File: src/rtl/and_reduce_pipe_if.sv
// Handshake and status bundle for and_reduce_pipe: operand input side,
// pipelined result side, combinational result and the hit counter.
interface and_reduce_pipe_if #(
  parameter int WIDTH = 4,
  parameter int CNT_W = 8
);
  logic [WIDTH-1:0] in_data;
  logic [1:0]       mode;
  logic             in_valid;
  logic             in_ready;
  logic             comb_out;
  logic             out_data;
  logic             out_valid;
  logic             out_ready;
  logic             clear;
  logic [CNT_W-1:0] hit_count;

  modport master (
    output in_data, mode, in_valid, out_ready, clear,
    input  in_ready, comb_out, out_data, out_valid, hit_count
  );

  modport slave (
    input  in_data, mode, in_valid, out_ready, clear,
    output in_ready, comb_out, out_data, out_valid, hit_count
  );
endinterface

File: src/rtl/and_reduce_pipe.sv
// Reduces a WIDTH-bit vector with AND/OR/XOR/NAND, both combinationally and
// through a DEPTH-stage elastic valid/ready pipeline, counting delivered 1s.
module and_reduce_pipe #(
  parameter int WIDTH = 4,
  parameter int DEPTH = 2,
  parameter int CNT_W = 8
) (
  input  logic             clk,
  input  logic             rst_n,
  and_reduce_pipe_if.slave bus
);

  typedef enum logic [1:0] {
    OP_AND  = 2'b00,
    OP_OR   = 2'b01,
    OP_XOR  = 2'b10,
    OP_NAND = 2'b11
  } op_e;

  localparam logic [CNT_W-1:0] HIT_MAX = '1;

  function automatic logic reduce_op(input logic [WIDTH-1:0] d, input op_e op);
    logic r;
    r = 1'b0;
    case (op)
      OP_AND:  r = &d;
      OP_OR:   r = |d;
      OP_XOR:  r = ^d;
      OP_NAND: r = ~&d;
      default: r = 1'b0;
    endcase
    return r;
  endfunction

  logic             comb_result;
  logic             in_fire;
  logic             out_fire;
  logic [DEPTH-1:0] stage_valid;
  logic [DEPTH-1:0] stage_data;
  logic [DEPTH-1:0] src_valid;
  logic [DEPTH-1:0] src_data;
  logic [DEPTH-1:0] advance;
  logic [CNT_W-1:0] hit_count;

  // Mode is applied here, so a result captured into S0 is frozen from then on.
  assign comb_result  = reduce_op(bus.in_data, op_e'(bus.mode));
  assign bus.comb_out = comb_result;

  // A stage may advance when it, or any stage between it and the tail, is a
  // bubble, or when the tail is being drained this cycle.
  always_comb begin
    logic bubble;
    // NOTE: blocking assignments in combinational logic; bubble is a running
    // temporary, so each iteration must see the previous iteration's value.
    bubble  = bus.out_ready;
    advance = '0;
    for (int k = DEPTH - 1; k >= 0; k--) begin
      bubble     = bubble || !stage_valid[k];
      advance[k] = bubble;
    end
  end

  always_comb begin
    // NOTE: every output of a combinational block gets a default first, so no
    // path leaves it unassigned and no latch is inferred.
    src_valid    = '0;
    src_data     = '0;
    src_valid[0] = in_fire;
    src_data[0]  = comb_result;
    for (int k = 1; k < DEPTH; k++) begin
      src_valid[k] = stage_valid[k-1];
      src_data[k]  = stage_data[k-1];
    end
  end

  assign bus.in_ready  = rst_n && advance[0];
  assign in_fire       = bus.in_valid && bus.in_ready;
  assign bus.out_valid = stage_valid[DEPTH-1];
  assign bus.out_data  = stage_data[DEPTH-1];
  assign out_fire      = stage_valid[DEPTH-1] && bus.out_ready;

  // NOTE: the stage registers are small and reset explicitly, so reset
  // discards in-flight results and empty stages never carry X downstream.
  always_ff @(posedge clk or negedge rst_n) begin
    if (!rst_n) begin
      stage_valid <= '0;
      stage_data  <= '0;
    end else begin
      for (int k = 0; k < DEPTH; k++) begin
        if (advance[k]) begin
          stage_valid[k] <= src_valid[k];
          stage_data[k]  <= src_valid[k] && src_data[k];
        end
      end
    end
  end

  // Clear takes priority over a coincident delivery.
  always_ff @(posedge clk or negedge rst_n) begin
    if (!rst_n) begin
      hit_count <= '0;
    end else if (bus.clear) begin
      hit_count <= '0;
    end else if (out_fire && stage_data[DEPTH-1] && hit_count != HIT_MAX) begin
      hit_count <= hit_count + CNT_W'(1);
    end
  end

  assign bus.hit_count = hit_count;

endmodule

File: src/flat_wrapper.sv
// flat-port wrapper written by rule: the top's interface ports become plain ports
module and_reduce_pipe_flat 
#(
  parameter int WIDTH = 4,
  parameter int DEPTH = 2,
  parameter int CNT_W = 8
)
  (clk, rst_n, bus_in_data, bus_mode, bus_in_valid, bus_out_ready, bus_clear, bus_in_ready, bus_comb_out, bus_out_data, bus_out_valid, bus_hit_count);
  and_reduce_pipe_if #(.WIDTH(WIDTH), .CNT_W(CNT_W)) bus_i ();
  input  logic clk;
  input  logic rst_n;
  input wire logic [$bits(bus_i.in_data)-1:0] bus_in_data;
  input wire logic [$bits(bus_i.mode)-1:0] bus_mode;
  input wire logic [$bits(bus_i.in_valid)-1:0] bus_in_valid;
  input wire logic [$bits(bus_i.out_ready)-1:0] bus_out_ready;
  input wire logic [$bits(bus_i.clear)-1:0] bus_clear;
  output wire logic [$bits(bus_i.in_ready)-1:0] bus_in_ready;
  output wire logic [$bits(bus_i.comb_out)-1:0] bus_comb_out;
  output wire logic [$bits(bus_i.out_data)-1:0] bus_out_data;
  output wire logic [$bits(bus_i.out_valid)-1:0] bus_out_valid;
  output wire logic [$bits(bus_i.hit_count)-1:0] bus_hit_count;
  assign bus_i.in_data = bus_in_data;
  assign bus_i.mode = bus_mode;
  assign bus_i.in_valid = bus_in_valid;
  assign bus_i.out_ready = bus_out_ready;
  assign bus_i.clear = bus_clear;
  assign bus_in_ready = bus_i.in_ready;
  assign bus_comb_out = bus_i.comb_out;
  assign bus_out_data = bus_i.out_data;
  assign bus_out_valid = bus_i.out_valid;
  assign bus_hit_count = bus_i.hit_count;
  and_reduce_pipe #(.WIDTH(WIDTH), .DEPTH(DEPTH), .CNT_W(CNT_W)) u_core (.clk(clk), .rst_n(rst_n), .bus(bus_i));
endmodule
File: config.mk
export PLATFORM = sky130hd
export DESIGN_NAME = and_reduce_pipe_flat
export DESIGN_NICKNAME = d
export VERILOG_FILES = /design/src/rtl/and_reduce_pipe_if.sv /design/src/rtl/and_reduce_pipe.sv /design/src/flat_wrapper.sv
export SDC_FILE = /design/constraint.sdc
export NUM_CORES = 1
export LEC_CHECK = 0
export CAP_MARGIN = 25
export CORE_MARGIN = 5
export CORE_UTILIZATION = 30
export DETAILED_ROUTE_END_ITERATION = 6
export PLACE_DENSITY = 0.57
export SYNTH_ARGS = -nofsm -noshare
export SYNTH_HDL_FRONTEND = slang
export SYNTH_SLANG_ARGS = --single-unit
File: constraint.sdc
create_clock -name clk -period 1.45 [get_ports clk]
set_input_delay 0.2175 -clock clk [delete_from_list [all_inputs] [get_ports clk]]
set_output_delay 0.2175 -clock clk [all_outputs]
set_load 0.01 [all_outputs]
# After elaboration in Yosys (flattened, before gate mapping)
# Index checks and enable logic that the tools add are counted.
[op_classes] n_reduce_logical=17 add_sub_neg=1 eq_ne=4 n_mux=3
[ops] cell="$mux 8" n=2
[ops] cell="$add 8x1->8 const B" n=1
[ops] cell="$ne 8x8->1 const B" n=1
[ops] cell="$logic_and 1x1->1" n=7
[ops] cell="$eq 2x2->1 const B" n=2
[ops] cell="$pmux 1 s4" n=1
[ops] cell="$reduce_and 4->1" n=1
[ops] cell="$reduce_or 4->1" n=1
[ops] cell="$reduce_xor 4->1" n=1
[ops] cell="$logic_not 1->1" n=3
[ops] cell="$eq 2x1->1 const B" n=1
[ops] cell="$logic_not 2->1" n=1
[ops] cell="$logic_or 1x1->1" n=2
[ops] cell="$reduce_bool 2->1" n=1
[word_totals] wordCells=30 output_inout_bits=12 inputBits=11 ff_bits=12

# Longest topological paths before layout
# Gate-level depths: netlist (run 1).
[depth] word_depth=6 depth_mapped=6 ltp_nobuf=6

# Worst setup path after synthesis (run 1)
# Ideal clock, no wire load.
[synth_timing] path_type="register to register" start="register u_core.hit_count[0] (netlist: u_core.bus.hit_count[0])" end="register u_core.hit_count[7] (netlist: u_core.bus.hit_count[7])" period_less_slack_ns=1.348 path_stages_with_launch=6 slack_ns=0.102 path_buffers=0 setup_ns=0.119 required_ns=1.331 arrival_time_ns=1.229 path_cell_list="dfrtp_1 ha_1 nand3_4 o211ai_4 o21a_1 o21ba_1"
[synth_between] elab_chain_len=3 word_cells_on_any_way=6 classes_between="1 x add/sub; 1 x eq/ne; 2 x mux; 2 x reduce/logical"
[synth_lines] item="start: declaration" line="and_reduce_pipe.sv:43" rtl="logic [CNT_W-1:0] hit_count;"
[synth_lines] item="start signal: assignment" line="and_reduce_pipe.sv:105" rtl="hit_count <= hit_count + CNT_W'(1);"
[synth_lines] item="$add 8x1->8 / $ne 8x8->1 (equally long branches)" line="and_reduce_pipe.sv:105, and_reduce_pipe.sv:104"
[synth_lines] item="$mux 8 / $logic_and 1x1->1 (equally long branches)" line="and_reduce_pipe.sv:104" rtl="end else if (out_fire && stage_data[DEPTH-1] && hit_count != HIT_MAX) begin"
[synth_lines] item="$mux 8 / $reduce_bool 2->1 (equally long branches)"
# Parallel ways exist; a longest one is shown, timed or not. The select of a mux whose other input is x is not followed.
# A chain may end at the register's enable or synchronous reset.

# Worst setup path in the final report (run 1)
[layout_timing] start="register u_core.hit_count[7] (netlist: u_core.bus.hit_count[7])" end="output bus_hit_count[7]"
[layout_rtl] item="end: declaration" line="flat_wrapper.sv:21" rtl="output wire logic [$bits(bus_i.hit_count)-1:0] bus_hit_count;"
# No word-level cell between the ends.

==> results.md, run 1 <==
- Reg-to-reg setup timing slack: 0.08 ns
- First-pass GRT wire length: 2.86 mm
- Sequential share of the synthesized area: 0.408
- Top post-synthesis cells by area: dfrtp_1 41%, ha_1 8.5%, xor2_1 8.3%
- Yosys top cell by area: dfrtp_1
- DR DRC count: 0
- Status: finished, final reports clean
- # diodes: 0
- Largest net degree at the start of global routing: 14
- Pwr per Cell Area: 627 nW/um2
- R2R cell count: 6
- Crit-path cells: clkdlybuf4s50_1
- Die Area: 3540 um2
- Clock transition at path regs: 0.07 ns
- I/O Pins: 23
- Startpoint types: flip-flop
- Most frequent cells in the layout: 17 x buf_4, 9 x clkdlybuf4s50_1, 8 x dfrtp_1
- CP Data Arrival Time: 1.16 ns
- Crit path max-delay family: buffers and inverters
- WS Path Type: flip-flop to output pin
- Total wire length: 1.71 mm
- Commonest non-fill, non-tap cell in the layout: buf_4
- CP bufs+invs: 1
- Final setup viols: 0
- Cell depth of the worst setup path: 1
- Clk buf depth: 2
- CP max-delay cell: clkdlybuf4s50_1
- Achievable frequency: 725 MHz
- Gr ovfl total: 0
- Critical path capture point type: output pin
- Slew Viols, Final: 0
- Endpoints failing hold: 0
- Worst r2r dst: u_core.bus.hit_count[3]$_DFFE_PN0P_
- Worst-margin pin slew: 0.258 ns
- Netlist cell types: 30
- DR vias/cell: 4.72
- Nets: 128
- Worst vdd ir: 394 uV
- Critical Path Sink: bus_hit_count[7]
- Fillers: 246
- Vias in the first global route: 697
- Avg WL per Cell: 12.1 um
- Leakage: 0.595 nW
- Initial antenna violation count: 0
- Htree depth: 1
- RSZ-0062 raised after global routing: false
- YS warnings: 0
- Syn nets: 86
- CTS Buf Count: 3
- Overall routing resource usage: 0.107
- # clock sinks: 12
- Reg2reg start: u_core.bus.hit_count[0]$_DFFE_PN0P_
- Starting DRC count in detailed routing: 11
- Gate count after technology mapping: 70
- Setup TNS: 0 ns
- CORE AREA: 2410 um2
- DRT Pass-1 Iters: 4
- Hpwl dp: 1.32 mm
- Layout cells sized above 1: 0.441
- Die width: 59.5 um
- Worst path required time: 1.23 ns
- # rows: 18
- TritonCTS clock tree: done
- Worst setup startpoint: u_core.bus.hit_count[7]$_DFFE_PN0P_
- Clk Latency, worst-skew pair: 0.26 ns
- Fin crit period: 1.38 ns
- Die Y: 59.5 um
- Vias post-DR: 665
- Total Power: 736 uW
- Final Hold Slack: 0.305 ns
- Worst path max stage delay: 0.54 ns
- Max-cap viol count: 0
- Post-DRT Antenna Nets: 0
- Crit-path max FO: 2
- Period Utilization, post-route: 0.952
- Worst Skew: 0.000886 ns
- Post-CTS Hold Buffers: 0
- Number of port buffers: 22
- GP Congestion: 0.674
- Area share of the largest cell type after synthesis: 0.408
- Synth-to-layout area growth: 59.7%
- Max-slew headroom: 0.828
- FF+latch count, synth: 12
- Root Buffer: clkbuf_4
- Syn Std Cell Area: 736 um2
- Initial Util: 0.305
- Mean post-synth cell area: 10.5 um2
- Hold crit path type: input port to async pin
where the power goes:
group          switching (mW)  internal (mW)
Sequential            0.00488          0.343
Clock                   0.103          0.152
Combinational          0.0574         0.0761
cells in the mapped netlist, drive strengths merged:
cell	count
a21oi	2
and4	1
and3	3
a32o	1
o21ai	2
nand4	1
o21a	1
mux2i	1
and2	2
inv	4
o2111ai	2
buf	2
a311o	1
nor3	1
ha	5
nand2	6
o211ai	4
nor2b	1
dfrtp	12
xor2	7
nand3	2
or2	1
o21ba	1
nor2	7
state kept, by name (all words and copies together) (netlist names):
| signal | cells |
|---|---|
| u_core.stage_valid | 2 |
| u_core.bus.hit_count | 8 |
| u_core.stage_data | 2 |
cells by family (layout without fill, tap and decap cells):
group,after synthesis,after routing,share of synthesized area
AND/OR/NAND/NOR,25,25,0.211
buffers and inverters,6,47,0.0323
AO/OA/AOI/OAI,14,14,0.167
adder cells (fa/ha/maj),5,5,0.0850
multiplexers,1,1,0.0136
flip-flops,12,12,0.408
XOR/XNOR,7,7,0.0833
metal layers:
metal / track usage / wire (um)
met1: 0.109 / 638
met2: 0.201 / 942
met3: 0.0174 / 92
met4: 0.0633 / 38
met5: 0 / 0
metrics by stage:
stage / cell area (um2) / std cells / utilization / setup slack (ns)
after floorplan: 736 / 70 / - / 0.102
after global placement: 1060 / 130 / 0.440 / -0.676
after detailed placement: 1060 / 130 / 0.440 / -0.713
after CTS: 1160 / 141 / 0.482 / 0.00283
after global routing: 1170 / 141 / 0.488 / 0.00367
final: 1170 / 141 / 0.488 / 0.0698
final cells by class:
class	count	area [um2]	area share
well taps	30	37.5	0.0319
clock buffers	4	36.3	0.0309
flip-flops and latches	12	305	0.260
inverters	4	15.0	0.0128
multi-input cells	52	458	0.390
repair buffers	39	323	0.275
worst min path at each step:
stage	end	slack, ns
3_5_place_dp	u_core.stage_data[0]$_DFFE_PN0N_	0.52
4_1_cts	u_core.bus.hit_count[6]$_DFFE_PN0P_	0.32
6_report	u_core.bus.hit_count[6]$_DFFE_PN0P_	0.30
5_1_grt	u_core.bus.hit_count[6]$_DFFE_PN0P_	0.31
2_1_floorplan	u_core.bus.hit_count[0]$_DFFE_PN0P_	-0.08
3_3_place_gp	u_core.stage_data[1]$_DFFE_PN0P_	0.49
what timing repair did:
item                       CTS  global route
setup endpoints to repair   12             8
gates resized for setup     35            11
pin swaps                    5             4
buffers inserted             7             0
gates cloned                 0             0
(Power assumes the default switching activity.)
==> run 2: changes to the inputs <==
--- a/config.mk
+++ b/config.mk
@@ -9,7 +9,8 @@
 export CORE_MARGIN = 5
 export CORE_UTILIZATION = 30
 export DETAILED_ROUTE_END_ITERATION = 6
-export PLACE_DENSITY = 0.57
+export GPL_TIMING_DRIVEN = 0
+export PLACE_DENSITY_LB_ADDON = 0.12
 export SYNTH_ARGS = -nofsm -noshare
 export SYNTH_HDL_FRONTEND = slang
 export SYNTH_SLANG_ARGS = --single-unit
==> run 2 against run 1 <==
Via count fell by 4.5%. Non-clock buffer count fell by 8. Utilization is 3.1 points lower. Total power is 7.4% lower. Largest power group unchanged. First-iteration DRC count fell by 27%. Die area unchanged. Cell count decreased by 6.4%. Cell area decreased by 6.4%. Count of clock-buffer cells in the layout fell by 1.
==> results.md, run 2 (synthesis gave the netlist of run 1 again) <==
- Status: finished, final reports clean
- Hpwl dp: 1.11 mm (-16%)
- Worst vdd ir: 512 uV (+30%)
- Leakage: 0.566 nW (-4.8%)
- Die Area: 3540 um2 (unchanged)
- Largest regs: u_core.bus.hit_count x8, u_core.stage_data x2, u_core.stage_valid x2
- Clk buf depth: 2 (unchanged)
- TritonCTS clock tree: done
- First-pass GRT wire length: 2.82 mm (-1.2%)
- CTS Buf Count: 3 (unchanged)
- Final setup viols: 0 (unchanged)
- Reg with most FFs: u_core.bus.hit_count
- Setup ws final: 0.0545 ns (-0.0154 ns)
- Crit-path max FO: 6 (+4)
- I/O Pins: 23 (unchanged)
- Synth-to-layout area growth: 49.5%
- DR vias/cell: 4.81 (+2.0%)
- DRT Pass-1 Iters: 4 (unchanged)
- WS Path Type: input port to flip-flop
- Die Y: 59.5 um (unchanged)
- RSZ-0062 raised after global routing: false
- Worst Skew: 0.00424 ns (+0.00335 ns)
- Endpoints failing hold: 0 (unchanged)
- Layout cells sized above 1: 0.412 (-0.0297)
- Number of port buffers: 21 (-4.5%)
- Worst path required time: 1.62 ns (+0.39 ns)
- Initial antenna violation count: 0 (unchanged)
- Most frequent cells in the layout: 8 x dfrtp_1, 7 x xor2_1, 7 x nor2_1, 7 x clkdlybuf4s50_1, 7 x buf_4
- Post-DRT Antenna Nets: 0 (unchanged)
- Number of flip-flops in the largest register: 8 (unchanged)
- Clock transition at path regs: 0.07 ns (about the same)
- CP max-delay cell: clkdlybuf4s50_1
- Startpoint types: input port
- CORE AREA: 2410 um2 (unchanged)
- Final Hold Slack: 0.300 ns (-0.00418 ns)
- Metal3 WL: 111 um (+21%)
- Final Cell Area: 1100 um2 (-6.4%)
- Pwr per Cell Area: 620 nW/um2 (-1.1%)
- Largest net degree at the start of global routing: 13 (-1)
- Overall routing resource usage: 0.107 (+0.000416)
- Placed cells: 121 (-6.9%)
- Placed inst area: 983 um2 (-7.2%)
- Clk Latency, worst-skew pair: 0.27 ns (about the same)
- # clock sinks: 12 (unchanged)
- CP Data Arrival Time: 1.56 ns (+0.40 ns)
- Vias post-DR: 635 (-4.5%)
- Avg WL per Cell: 13.2 um (+8.4%)
- Hold crit path type: input port to flip-flop
- Root Buffer: clkbuf_4
- Total wire length: 1.74 mm (+1.5%)
- Gr ovfl total: 0 (unchanged)
- # diodes: 0 (unchanged)
- Met2 wire length: 785 um (-17%)
- Achievable frequency: 717 MHz (-1.1%)
- WL met1: 840 um (+32%)
- GP Congestion: 0.704 (+4.4%)
- Max-cap viol count: 0 (unchanged)
- Non-Filler Instances: 132 (-6.4%)
- Worst-margin pin slew: 0.588 ns (+0.330 ns)
- Max-slew headroom: 0.607 (-0.221)
- DR DRC count: 0 (unchanged)
- Final Core Density: 0.456 (-0.0312)
- Nets: 120 (-6.3%)
- Slew Viols, Final: 0 (unchanged)
- Critical path capture point type: flip-flop
- Initial Util: 0.305 (unchanged)
- Crit-path cells: clkdlybuf4s50_1 > and3_1 > buf_2 > o211ai_4 > o21a_1 > o21ba_1
- Uppermost routed layer: met3
- Starting DRC count in detailed routing: 8 (-3)
- Die width: 59.5 um (unchanged)
- # rows: 18 (unchanged)
- Fin crit period: 1.40 ns (+0.0154 ns)
- Pre-CTS setup slack: -0.720 ns (-0.00706 ns)
- Worst path max stage delay: 0.52 ns (-0.02 ns)
- Vias in the first global route: 624 (-10%)
- Commonest non-fill, non-tap cell in the layout: dfrtp_1
- Period Utilization, post-route: 0.962 (+0.0106)
- Htree depth: 1 (unchanged)
-- run 2: area by class of cell --
class,count,area (um2)
Inverter,4,15.0
Timing Repair Buffer,29,253
Sequential cell,12,305
Multi-Input combinational cell,52,458
Clock buffer,3,22.5
Buffer,2,8.76
Tap cell,30,37.5
Fill cell,246,1310
-- run 2: worst paths after layout --
check | startpoint | endpoint | slack, ns | cells after the start
setup reg to reg | u_core.bus.hit_count[0]$_DFFE_PN0P_ | u_core.bus.hit_count[5]$_DFFE_PN0P_ | 0.09 | 5
hold reg to reg | u_core.stage_data[1]$_DFFE_PN0P_ | u_core.stage_data[1]$_DFFE_PN0P_ | 0.51 | 2
min in group asynchronous | rst_n | u_core.bus.hit_count[1]$_DFFE_PN0P_ | 0.64 | 2
hold / removal | bus_clear | u_core.bus.hit_count[1]$_DFFE_PN0P_ | 0.30 | 2
max in group asynchronous | rst_n | u_core.bus.hit_count[2]$_DFFE_PN0P_ | 0.39 | 2
setup / recovery | bus_out_ready | u_core.bus.hit_count[7]$_DFFE_PN0P_ | 0.05 | 6
-- run 2: repair_timing --
item / in CTS / in global routing
buffers inserted: 7 / 0
setup endpoints to repair: 10 / 11
endpoints found under the hold margin: 12 / 0
pin swaps: 3 / 4
hold buffers: 1 / 0
gates resized for setup: 33 / 16
-- run 2: critical path: cells and delay by family --
kind / cells / cell delay (ns)
compound gates: 3 / 0.46
simple gates: 1 / 0.16
buf+inv: 2 / 0.72
-- run 2: through the flow --
step	power, mW	setup TNS [ns]
2_1_floorplan	0.398	0
3_3_place_gp	0.461	-2.04
3_5_place_dp	0.461	-2.05
4_1_cts	0.688	-0.0575
5_1_grt	0.728	0
6_report	0.682	0
-- run 2: layer usage --
layer | vias up | track usage
met3 | 0 | 0.0458
met4 | 0 | 0.0190
li1 | 314 | -
met5 | - | 0
met2 | 17 | 0.156
met1 | 304 | 0.149
-- run 2: power by group --
group / leakage, nW / switching (mW) / internal, mW / total, mW
logic: 0.396 / 0.0567 / 0.0674 / 0.124
clock network: 0.0138 / 0.111 / 0.0962 / 0.207
registers: 0.157 / 0.00744 / 0.343 / 0.350
==> run 3: changes to the inputs <==
--- a/config.mk
+++ b/config.mk
@@ -9,6 +9,7 @@
 export CORE_MARGIN = 5
 export CORE_UTILIZATION = 30
 export DETAILED_ROUTE_END_ITERATION = 6
+export DONT_BUFFER_PORTS = 1
 export GPL_TIMING_DRIVEN = 0
 export PLACE_DENSITY_LB_ADDON = 0.12
 export SYNTH_ARGS = -nofsm -noshare
==> run 3 against run 2 <==
Cell area fell by 23%. Sequential share of layout area grew 8.5 points. Routed wire length fell by 11%. Via count fell by 17%. Setup slack better by 0.025 ns. Die area unchanged. Total power up 0.85%. Sequential power increased by 1%. Utilization fell by 11 points. Global-route usage is 1.2 points lower. Non-clock buffer count down 28. Fmax is 1.8% higher. Critical endpoint unchanged. Largest cell class unchanged.
==> results.md, run 3 (synthesis gave the netlist of run 1 again) <==
- Root Buffer: clkbuf_4
- Startpoint types: flip-flop
- I/O Pins: 23 (unchanged)
- Worst vdd ir: 419 uV (-18%)
- WS Path Type: flip-flop to flip-flop
- R2R cell count: 4 (-1)
- Reg with most FFs: u_core.bus.hit_count
- GP Congestion: 0.674 (-4.2%)
- Int Power: 522 uW (+3.0%)
- Fillers: 241 (-2.0%)
- Gate power share: 0.086 (-0.096)
- Status: finished, final reports clean
- Most frequent cells in the layout: 7 x xor2_1, 7 x nor2_1, 7 x dfrtp_1
- Htree depth: 1 (unchanged)
- Post-DRT Antenna Nets: 0 (unchanged)
- Layout cells sized above 1: 0.280 (-0.132)
- TritonCTS clock tree: done
- Hold depth: 2 (unchanged)
- Largest net degree at the start of global routing: 13 (unchanged)
- Endpoints failing hold: 0 (unchanged)
- Worst Skew: 0.00159 ns (-0.00265 ns)
- Initial Util: 0.305 (unchanged)
- CTS Buf Count: 3 (unchanged)
- Clk buf depth: 2 (unchanged)
- Pwr per Cell Area: 813 nW/um2 (+31%)
- Die width: 59.5 um (unchanged)
- Final Hold Slack: 0.0747 ns (-0.226 ns)
- Hold_sp: rst_n
- Period Utilization, post-route: 0.945 (-0.0173)
- Initial antenna violation count: 0 (unchanged)
- Pre-CTS setup slack: -0.0218 ns (+0.698 ns)
- Worst r2r dst: u_core.bus.hit_count[7]$_DFFE_PN0P_
- Hold endpoint: u_core.stage_valid[0]$_DFFE_PN0N_
- Nets: 92 (-23%)
- # rows: 18 (unchanged)
- DR DRC count: 0 (unchanged)
- Die Area: 3540 um2 (unchanged)
- NetSw: 166 uW (-5.5%)
- Number of flip-flops in the largest register: 8 (unchanged)
- Final Cell Area: 846 um2 (-23%)
- Number of port buffers: 0 (-100%)
- # diodes: 0 (unchanged)
- Sw Share: 0.241 (-0.0161)
- First-pass GRT wire length: 2.46 mm (-13%)
- Critical path capture point type: flip-flop
- Overall routing resource usage: 0.0954 (-0.0120)
- # clock sinks: 12 (unchanged)
- Vias post-DR: 524 (-17%)
- CORE AREA: 2410 um2 (unchanged)
- CP Data Arrival Time: 1.54 ns (-0.02 ns)
- Gr ovfl total: 0 (unchanged)
- Leakage: 0.392 nW (-31%)
- Avg WL per Cell: 14.7 um (+12%)
- Synth-to-layout area growth: 15.0%
- Seq pwr share: 0.515 (about the same)
- Fin crit period: 1.37 ns (-0.0251 ns)
- Crit-path max FO: 6 (unchanged)
- Clk Latency, worst-skew pair: 0.27 ns (about the same)
- Hpwl dp: 1.14 mm (+2.1%)
- Reg2reg start: u_core.bus.hit_count[2]$_DFFE_PN0P_
- Achievable frequency: 730 MHz (+1.8%)
- Slew Viols, Final: 0 (unchanged)
- Worst setup startpoint: u_core.bus.hit_count[2]$_DFFE_PN0P_
- Starting DRC count in detailed routing: 2 (-6)
- Vias in the first global route: 552 (-12%)
- DR vias/cell: 4.99 (+3.7%)
- Die Y: 59.5 um (unchanged)
- Clock transition at path regs: 0.08 ns (about the same)
- Largest regs: u_core.bus.hit_count x8, u_core.stage_data x2, u_core.stage_valid x2
- Max-slew headroom: 0.620 (+0.0129)
- Setup bufs post-CTS: 0 (-7)
- Hold crit path type: input port to flip-flop
- Total wire length: 1.55 mm (-11%)
- Reg-to-reg setup timing slack: 0.08 ns (about the same)
- RSZ-0062 raised after global routing: false
- DRT Pass-1 Iters: 3 (-1)
- Placed inst area: 773 um2 (-21%)
- Final setup viols: 0 (unchanged)
- Worst path required time: 1.62 ns (about the same)
- Worst-margin pin slew: 0.568 ns (-0.0193 ns)
- Max-cap viol count: 0 (unchanged)
- Setup ws final: 0.0795 ns (+0.0251 ns)
- Clock group share of total power: 0.399 (+0.095)
run 3: cell types whose count changed in the layout (fill, tap and decap cells not counted), moves of 3 or more:
cell,delta
inv_1,+4
buf_4,-7
dlygate4sd2_1,-4
buf_2,-3
dlymetal6s2s_1,-3
inv_2,-4
clkdlybuf4s50_1,-7
run 3: per-layer routing:
| layer | GRT usage | part of all wire |
|---|---|---|
| met1 | 0.109 | 0.42 |
| met2 | 0.153 | 0.48 |
| met3 | 0.0523 | 0.098 |
| met4 | 0.0285 | 0.0097 |
| met5 | 0 | 0 |
run 3: worst max-delay path, stage by stage (launching register included):
cell      delay (ns)
dfrtp_1         0.54
and3_2          0.30
o211ai_4        0.09
o21a_1          0.17
o21ba_1         0.17
run 3: layout make-up:
class	instances	area, um2	share of cell area
flip-flops and latches	12	307	0.362
inverters	4	15.0	0.0178
multi-input cells	52	432	0.510
clock buffers	4	36.3	0.0429
repair buffers	1	10.0	0.0118
plain buffers	2	8.76	0.0104
well taps	30	37.5	0.0444
run 3: worst max-delay path by stage:
| stage | endpoint | slack [ns] | depth (start not counted) |
|---|---|---|---|
| after floorplan | u_core.bus.hit_count[7]$_DFFE_PN0P_ | 0.10 | 5 |
| after global placement | u_core.bus.hit_count[6]$_DFFE_PN0P_ | -0.05 | 5 |
| after detailed placement | u_core.bus.hit_count[6]$_DFFE_PN0P_ | -0.02 | 5 |
| after CTS | u_core.bus.hit_count[6]$_DFFE_PN0P_ | 0.01 | 5 |
| after global routing | u_core.bus.hit_count[5]$_DFFE_PN0P_ | 0.003 | 5 |
| final | u_core.bus.hit_count[7]$_DFFE_PN0P_ | 0.08 | 4 |
run 3: power by group through the flow:
| stage | sequential, mW | combinational (mW) | clock (mW) |
|---|---|---|---|
| floorplan | 0.358 | 0.0405 | 0 |
| global placement | 0.360 | 0.0476 | 0 |
| detailed placement | 0.360 | 0.0492 | 0 |
| CTS | 0.354 | 0.0612 | 0.285 |
| global route | 0.356 | 0.0661 | 0.299 |
| finish | 0.354 | 0.0593 | 0.274 |
run 3: through the flow:
step / power (mW) / setup TNS (ns) / instances / util
2_1_floorplan: 0.398 / 0 / 70 / -
3_3_place_gp: 0.408 / -0.165 / 100 / 0.321
6_report: 0.688 / 0 / 105 / 0.351
4_1_cts: 0.700 / 0 / 105 / 0.345
5_1_grt: 0.722 / 0 / 105 / 0.351
3_5_place_dp: 0.409 / -0.0434 / 100 / 0.321
run 3: what timing repair did:
item,CTS,global route
endpoints found under the setup margin,8,9
hold buffers,1,0
pin swaps,0,2
gates resized for setup,4,5
cloned,0,0
hold endpoints to repair,12,0
